<file path="src/rtl/div_32bit_seq.sv">
// Radix-2 restoring sequential divider, RV32M DIV/DIVU/REM/REMU semantics.
// Accepts one operand pair per start and presents results WIDTH+1 cycles later.
//
// state | meaning
// IDLE  | waiting for start; results held from the last operation
// RUN   | one quotient bit per clock, counter counts WIDTH down to 1
// FIX   | sign correction, divide-by-zero override, result write, done pulse
module div_32bit_seq #(
    parameter int WIDTH = 32
) (
    input  logic             clk,
    input  logic             rst_n,
    input  logic             start,
    input  logic             is_signed,
    input  logic [WIDTH-1:0] dividend,
    input  logic [WIDTH-1:0] divisor,
    output logic [WIDTH-1:0] quotient,
    output logic [WIDTH-1:0] remainder,
    output logic             busy,
    output logic             done,
    output logic             div_by_zero
);

    localparam int CW = $clog2(WIDTH + 1);

    typedef enum logic [1:0] {
        IDLE = 2'd0,
        RUN  = 2'd1,
        FIX  = 2'd2
    } state_t;

    state_t           state_q, state_d;
    logic [CW-1:0]    cnt_q, cnt_d;
    logic [WIDTH:0]   prem_q, prem_d;
    logic [WIDTH-1:0] quo_q, quo_d;
    logic [WIDTH-1:0] dvsr_q, dvsr_d;
    logic [WIDTH-1:0] dvnd_q, dvnd_d;
    logic             neg_quo_q, neg_quo_d;
    logic             neg_rem_q, neg_rem_d;
    logic             dbz_q, dbz_d;
    logic [WIDTH-1:0] quotient_q, quotient_d;
    logic [WIDTH-1:0] remainder_q, remainder_d;
    logic             div_by_zero_q, div_by_zero_d;
    logic             done_q, done_d;

    logic [WIDTH-1:0] dividend_mag;
    logic [WIDTH-1:0] divisor_mag;
    logic [WIDTH:0]   shifted;
    logic [WIDTH:0]   trial;

    always_comb begin
        dividend_mag = (is_signed && dividend[WIDTH-1]) ? (~dividend) + WIDTH'(1) : dividend;
        divisor_mag  = (is_signed && divisor[WIDTH-1])  ? (~divisor) + WIDTH'(1)  : divisor;
        // quo_q doubles as the dividend shift register: its MSB is the next bit in
        shifted      = {prem_q[WIDTH-1:0], quo_q[WIDTH-1]};
        trial        = shifted - {1'b0, dvsr_q};
    end

    always_comb begin
        state_d       = state_q;
        cnt_d         = cnt_q;
        prem_d        = prem_q;
        quo_d         = quo_q;
        dvsr_d        = dvsr_q;
        dvnd_d        = dvnd_q;
        neg_quo_d     = neg_quo_q;
        neg_rem_d     = neg_rem_q;
        dbz_d         = dbz_q;
        quotient_d    = quotient_q;
        remainder_d   = remainder_q;
        div_by_zero_d = div_by_zero_q;
        done_d        = 1'b0;

        case (state_q)
            IDLE: begin
                if (start) begin
                    state_d   = RUN;
                    cnt_d     = CW'(WIDTH);
                    prem_d    = '0;
                    quo_d     = dividend_mag;
                    dvsr_d    = divisor_mag;
                    dvnd_d    = dividend;
                    neg_quo_d = is_signed && (dividend[WIDTH-1] ^ divisor[WIDTH-1]);
                    neg_rem_d = is_signed && dividend[WIDTH-1];
                    dbz_d     = (divisor == '0);
                end
            end
            RUN: begin
                if (!trial[WIDTH]) begin
                    prem_d = trial;
                    quo_d  = {quo_q[WIDTH-2:0], 1'b1};
                end else begin
                    prem_d = shifted;
                    quo_d  = {quo_q[WIDTH-2:0], 1'b0};
                end
                cnt_d = cnt_q - CW'(1);
                if (cnt_q == CW'(1)) begin
                    state_d = FIX;
                end
            end
            FIX: begin
                if (dbz_q) begin
                    quotient_d  = '1;
                    remainder_d = dvnd_q;
                end else begin
                    quotient_d  = neg_quo_q ? (~quo_q) + WIDTH'(1) : quo_q;
                    remainder_d = neg_rem_q ? (~prem_q[WIDTH-1:0]) + WIDTH'(1) : prem_q[WIDTH-1:0];
                end
                div_by_zero_d = dbz_q;
                done_d        = 1'b1;
                state_d       = IDLE;
            end
            default: begin
                state_d = IDLE;
            end
        endcase
    end

    always_ff @(posedge clk or negedge rst_n) begin
        if (!rst_n) begin
            state_q       <= IDLE;
            cnt_q         <= '0;
            prem_q        <= '0;
            quo_q         <= '0;
            dvsr_q        <= '0;
            dvnd_q        <= '0;
            neg_quo_q     <= 1'b0;
            neg_rem_q     <= 1'b0;
            dbz_q         <= 1'b0;
            quotient_q    <= '0;
            remainder_q   <= '0;
            div_by_zero_q <= 1'b0;
            done_q        <= 1'b0;
        end else begin
            state_q       <= state_d;
            cnt_q         <= cnt_d;
            prem_q        <= prem_d;
            quo_q         <= quo_d;
            dvsr_q        <= dvsr_d;
            dvnd_q        <= dvnd_d;
            neg_quo_q     <= neg_quo_d;
            neg_rem_q     <= neg_rem_d;
            dbz_q         <= dbz_d;
            quotient_q    <= quotient_d;
            remainder_q   <= remainder_d;
            div_by_zero_q <= div_by_zero_d;
            done_q        <= done_d;
        end
    end

    assign quotient    = quotient_q;
    assign remainder   = remainder_q;
    assign div_by_zero = div_by_zero_q;
    assign done        = done_q;
    assign busy        = (state_q != IDLE);

endmodule

</file>
<file path="config.mk">
export PLATFORM = sky130hd
export DESIGN_NAME = div_32bit_seq
export DESIGN_NICKNAME = d
export VERILOG_FILES = /design/src/rtl/div_32bit_seq.sv
export SDC_FILE = /design/constraint.sdc
export NUM_CORES = 1
export LEC_CHECK = 0
export ABC_AREA = 0
export ABC_CLOCK_PERIOD_IN_PS = 8600
export CORE_MARGIN = 2
export CORE_UTILIZATION = 45
export CTS_CLUSTER_DIAMETER = 30
export CTS_CLUSTER_SIZE = 30
export DETAILED_ROUTE_END_ITERATION = 10
export GPL_ROUTABILITY_DRIVEN = 0
export PLACE_DENSITY = 0.66
export SYNTH_ARGS = -nofsm -noshare
export SYNTH_HDL_FRONTEND = slang
export SYNTH_SLANG_ARGS = --single-unit
</file>
<file path="constraint.sdc">
create_clock -name clk -period 8.6 [get_ports clk]
set_input_delay 1.72 -clock clk [delete_from_list [all_inputs] [get_ports clk]]
set_output_delay 1.72 -clock clk [all_outputs]
set_load 0.01 [all_outputs]
</file>
## Word-level counts from Yosys, hierarchy flattened

Cells that the tools add are included.

| operators by class | value |
|---|---|
| bitwise operators | 5 |
| add/sub/neg operators | 6 |
| eq/ne operators | 5 |
| reduce and logical (&&, ||, !) cells | 10 |
| mux-type cells | 18 |

Operators by type and width:

| kind | number |
|---|---|
| $mux 32 | 9 |
| $add 32x1->32 const B | 4 |
| $not 32->32 | 4 |
| $pmux 32 s2 | 2 |
| $sub 33x32->33 | 1 |
| $logic_not 32->1 | 1 |
| $pmux 6 s2 | 1 |
| $eq 6x1->1 const B | 1 |
| $mux 6 | 1 |
| $reduce_and 2->1 | 3 |
| $sub 6x1->6 const B | 1 |
| $mux 2 | 2 |
| $ne 2x2->1 const B | 2 |
| $pmux 2 s2 | 1 |
| $reduce_bool 2->1 | 2 |
| $logic_and 1x1->1 | 3 |
| $eq 2x1->1 const B | 1 |
| $eq 2x2->1 const B | 1 |
| $logic_not 2->1 | 1 |
| $mux 1 | 2 |
| $xor 1x1->1 | 1 |

| word-level totals | value |
|---|---|
| logic and storage cells | 57 |
| output and inout port bits | 67 |
| bits in registers | 205 |

## Longest topological paths before layout

| depth | value |
|---|---|
| depth in word-level cells | 5 |
| mapped depth | 13 |

## Worst setup path after synthesis

OpenSTA, ideal clock, no wires.

| timing | value |
|---|---|
| kind | input -> register |
| start | input divisor[10] |
| end | register dvsr_q[26] |
| arrival | 3.631 ns |
| slack | 4.836 ns |
| setup time | 0.133 ns |
| stages on the path | 7 |
| data required time | 8.467 ns |
| cell sequence | or4_1 -> or3_1 -> nor3_1 -> nand2_1 -> o41ai_1 -> xor2_1 -> o21ai_0 |

| on the way | value |
|---|---|
| word-level cells in the longest chain between the ends | 3 |

Ends and longest elaborated chain:

| item | RTL line | RTL |
|---|---|---|
| start: declaration | 16 | `input logic [WIDTH-1:0] divisor,` |
| $not 32->32 | 53 | `divisor_mag = (is_signed && divisor[WIDTH-1]) ? (~divisor) + WIDTH'(1) : divisor;` |
| $add 32x1->32 | 53 |  |
| $mux 32 | 53 |  |
| end signal: assignment | 139 | `dvsr_q <= dvsr_d;` |
| end: declaration | 36 | `logic [WIDTH-1:0] dvsr_q, dvsr_d;` |

Every way passes these cells.
A chain may end at the register's enable or synchronous reset.

## Final worst setup path

| timing | value |
|---|---|
| start | input dividend[6] |
| end | register quo_q[26] |

| on the way | value |
|---|---|
| word-level cells in the longest chain between the ends | 5 |

Ends and longest elaborated chain:

| item | RTL line | RTL |
|---|---|---|
| start: declaration | 15 | `input logic [WIDTH-1:0] dividend,` |
| $not 32->32 | 52 | `dividend_mag = (is_signed && dividend[WIDTH-1]) ? (~dividend) + WIDTH'(1) : dividend;` |
| $add 32x1->32 | 52 |  |
| $mux 32 | 52 |  |
| $mux 32 | 76 | `if (start) begin` |
| $pmux 32 s2 | 74 | `case (state_q)` |
| end signal: assignment | 138 | `quo_q <= quo_d;` |
| end: declaration | 35 | `logic [WIDTH-1:0] quo_q, quo_d;` |

Every way passes these cells. The select of a mux whose other input is x is not followed.

==> impl_metrics.ini <==
[run_status]
status = finished, final reports clean

[clock_network]
numCtsBuffers = 45
worstSkewPairLatency_ns = 0.54
cts_root_buf = clkbuf_16
cts_tree = done
post-cts-setup-buffer-count = 0
cts.sinks = 205
path_clk_slew_ns = 0.05
ctsResizeCount = 0
postCtsHoldBufs = 0
clk_path_buf_depth = 3
h-tree-depth = 2

[floorplanning]
floorplan.initialDensity = 0.4560
ioPinCount = 135
core_area_um2 = 27780
fp.dieArea_um2 = 29510
dieWidth_um = 171.8
chipHeight_um = 171.8
rows = 61

[global_route]
antenna_found_initial = 2
grt.total_usage = 0.2374
grt_pass1_wl_mm = 56.13
grt-ovfl-total = 0
grt_pass1_vias = 10690
grt_max_degree = 97

[critical_path]
rr_worst_depth = 10
arrival_ns = 4.50
critPathLaunch = dividend[6]
path_class = in -> reg
end_kind = flop
r2r_end = prem_q[7]
required_ns = 8.96
r2r-start = prem_q[0]
crit_path_max_fanout = 6
start_kind = primary input
ff2ff_setup_slack_ns = 4.66

[sta]
tns_ns = 0
fin_worst_skew_ns = 0.02320
rsz0062_at_grt = false
slew_viol_final = 0
hold_viol = 0
tightest_slew_ns = 1.229
whs_ns = 0.4667
min_period_ns = 4.143
finalCritPeriodShare = 0.4817
setup_slack_ns = 4.457
clock.fmax_mhz = 241.4
setup_viol = 0
maxSlewHeadroom = 0.1800

[detailed_routing]
drtAntennaViolNets = 0
routed_via_density = 5.680
drt-total-wl_mm = 35.35
drc = 0
drt_pre_antenna_iters = 6
via_count = 11410
drt-initial-drc-count = 993
wire_per_inst_um = 17.59

[synth]
synth_edf_count = 0
ys_seq_elements = 205
synth_flop_cell = dfrtp_1
postSynthAreaPerCell_um2 = 8.536
synth_warnings = 0
synthesis.area_um2 = 12670
synth.distinct_cells = 72
netlist_instances = 1484
synth_nets = 1591
synthArstFlopShare = 1.000
ys_seq_area_frac = 0.4050

[cells_and_area]
fin_area_um2 = 15820
fill_cells = 2513
nNetsFinal = 1700
layout.cells.non_filler = 2009
final_cell_mix = nand2_1, dfrtp_1, o21ai_0
area_delta_synth_final_pct = 24.89
final_common_cell = nand2_1
drive_above_1_share = 0.07060

[placed_design]
hpwl_mm = 25.20
portBuffers = 134
dp_worst_setup_slack_ns = 3.983
dp.cells = 1924
place_area_um2 = 14270

[power_and_ir_drop]
power.density_nw_per_um2 = 449.0
internal-power_mw = 4.091
swShare = 0.4241
vdd_drop_max_mv = 0.2429
switchingPower_mw = 3.012
pwr-share-clk = 0.242
seqPwrFrac = 0.266
p_leak_nw = 6.717
p_comb_frac = 0.492

[min_path]
hold_start = quotient[0]
holdPathEnd = quotient[0]
min_path_type = reg -> reg
min_delay_path_depth = 2

[run]
maxCapViolations = 0
[cells by family after synthesis]
family	after synthesis	share of synthesized area
buf+inv	136	0.04099
fa+ha+maj	39	0.03912
flops	205	0.4050
mux	8	0.006322
xor+xnor	140	0.09680
simple gates	523	0.1954
compound gates	433	0.2164
[how the worst max path moves through the flow]
| stage | to | cells past startpoint | slack (ns) |
|---|---|---|---|
| floorplan | dvsr_q[26] | 7 | 4.84 |
| global placement | quo_q[26] | 9 | 4.04 |
| detailed placement | quo_q[30] | 9 | 3.98 |
| CTS | quo_q[28] | 9 | 4.54 |
| global route | quo_q[28] | 9 | 4.27 |
| finish | quo_q[26] | 9 | 4.46 |
[metal layers]
metal | GRT usage | part of all wire
met3 | 0.04165 | 0.065
met1 | 0.3298 | 0.46
met5 | 0 | 0
met4 | 0.07307 | 0.023
met2 | 0.3787 | 0.46
[through the flow]
stage	power (mW)	util
after floorplan	4.324	-
after CTS	7.100	0.5693
after detailed placement	5.342	0.5138
after global routing	7.642	0.5694
after global placement	5.270	0.5138
final	7.103	0.5694
[Yosys cell counts, types with 3 or more instances]
cell / n / area [um^2]
nor2b_1: 9 / 56.30
clkbuf_1: 71 / 266.5
o31ai_1: 26 / 195.2
o21a_1: 5 / 37.54
and3_1: 27 / 168.9
buf_2: 4 / 20.02
a211oi_1: 5 / 37.54
o41ai_1: 16 / 140.1
xor2_1: 94 / 823.3
o311ai_0: 3 / 26.28
nor2_1: 103 / 386.6
ha_1: 38 / 475.5
a21oi_1: 98 / 490.5
or4_1: 10 / 75.07
o211ai_1: 29 / 217.7
nor3_1: 20 / 100.1
o21ai_0: 152 / 760.7
or3_1: 16 / 100.1
a311o_1: 16 / 160.2
nand3_1: 34 / 170.2
mux2i_1: 8 / 80.08
a21o_1: 11 / 82.58
inv_1: 52 / 195.2
or3b_1: 3 / 26.28
nand2_1: 218 / 818.3
buf_1: 8 / 30.03
a22oi_1: 30 / 225.2
a211o_1: 3 / 26.28
xnor2_1: 46 / 402.9
nor4_1: 22 / 137.6
a31oi_1: 8 / 50.05
nand2b_1: 21 / 131.4
o21ai_1: 5 / 25.02
dfrtp_1: 205 / 5130
nand4_1: 10 / 62.56
nand3b_1: 3 / 22.52
and2_1: 9 / 56.30
[final cells by class]
cell class              count  area [um^2]  area share
flip-flops and latches    205         5130      0.3243
diodes                      2        5.005   0.0003164
clock inverters            26        310.3     0.01961
inverters                  52        195.2     0.01234
clock buffers              57         1231     0.07782
well taps                 378        473.0     0.02990
multi-input cells        1143         7041      0.4450
repair buffers            146         1435     0.09072
[state kept, by name, summed over array words and instances (netlist names)]
name and cells:
quotient 32, done 1, neg_quo_q 1, remainder 32, dvsr_q 32, prem_q 32, dbz_q 1, cnt_q 6
state_q 2, quo_q 32, dvnd_q 32, neg_rem_q 1, div_by_zero 1
[worst max-delay path: stages]
cell and delay [ns]:
clkdlybuf4s50_1 0.51, or4_1 0.56, or3_1 0.42, nor3_1 0.19
nand2_1 0.13, nor3_1 0.52, a31oi_1 0.18, xnor2_1 0.17
o21ai_0 0.11
[power by group through the flow]
stage	clock network, mW	logic [mW]	registers, mW
finish	1.72	3.50	1.89
CTS	1.74	3.48	1.88
global placement	0	3.40	1.87
global route	1.79	3.91	1.95
floorplan	0	2.57	1.76
detailed placement	0	3.45	1.89
No activity file was read; power rests on OpenSTA's default activity.
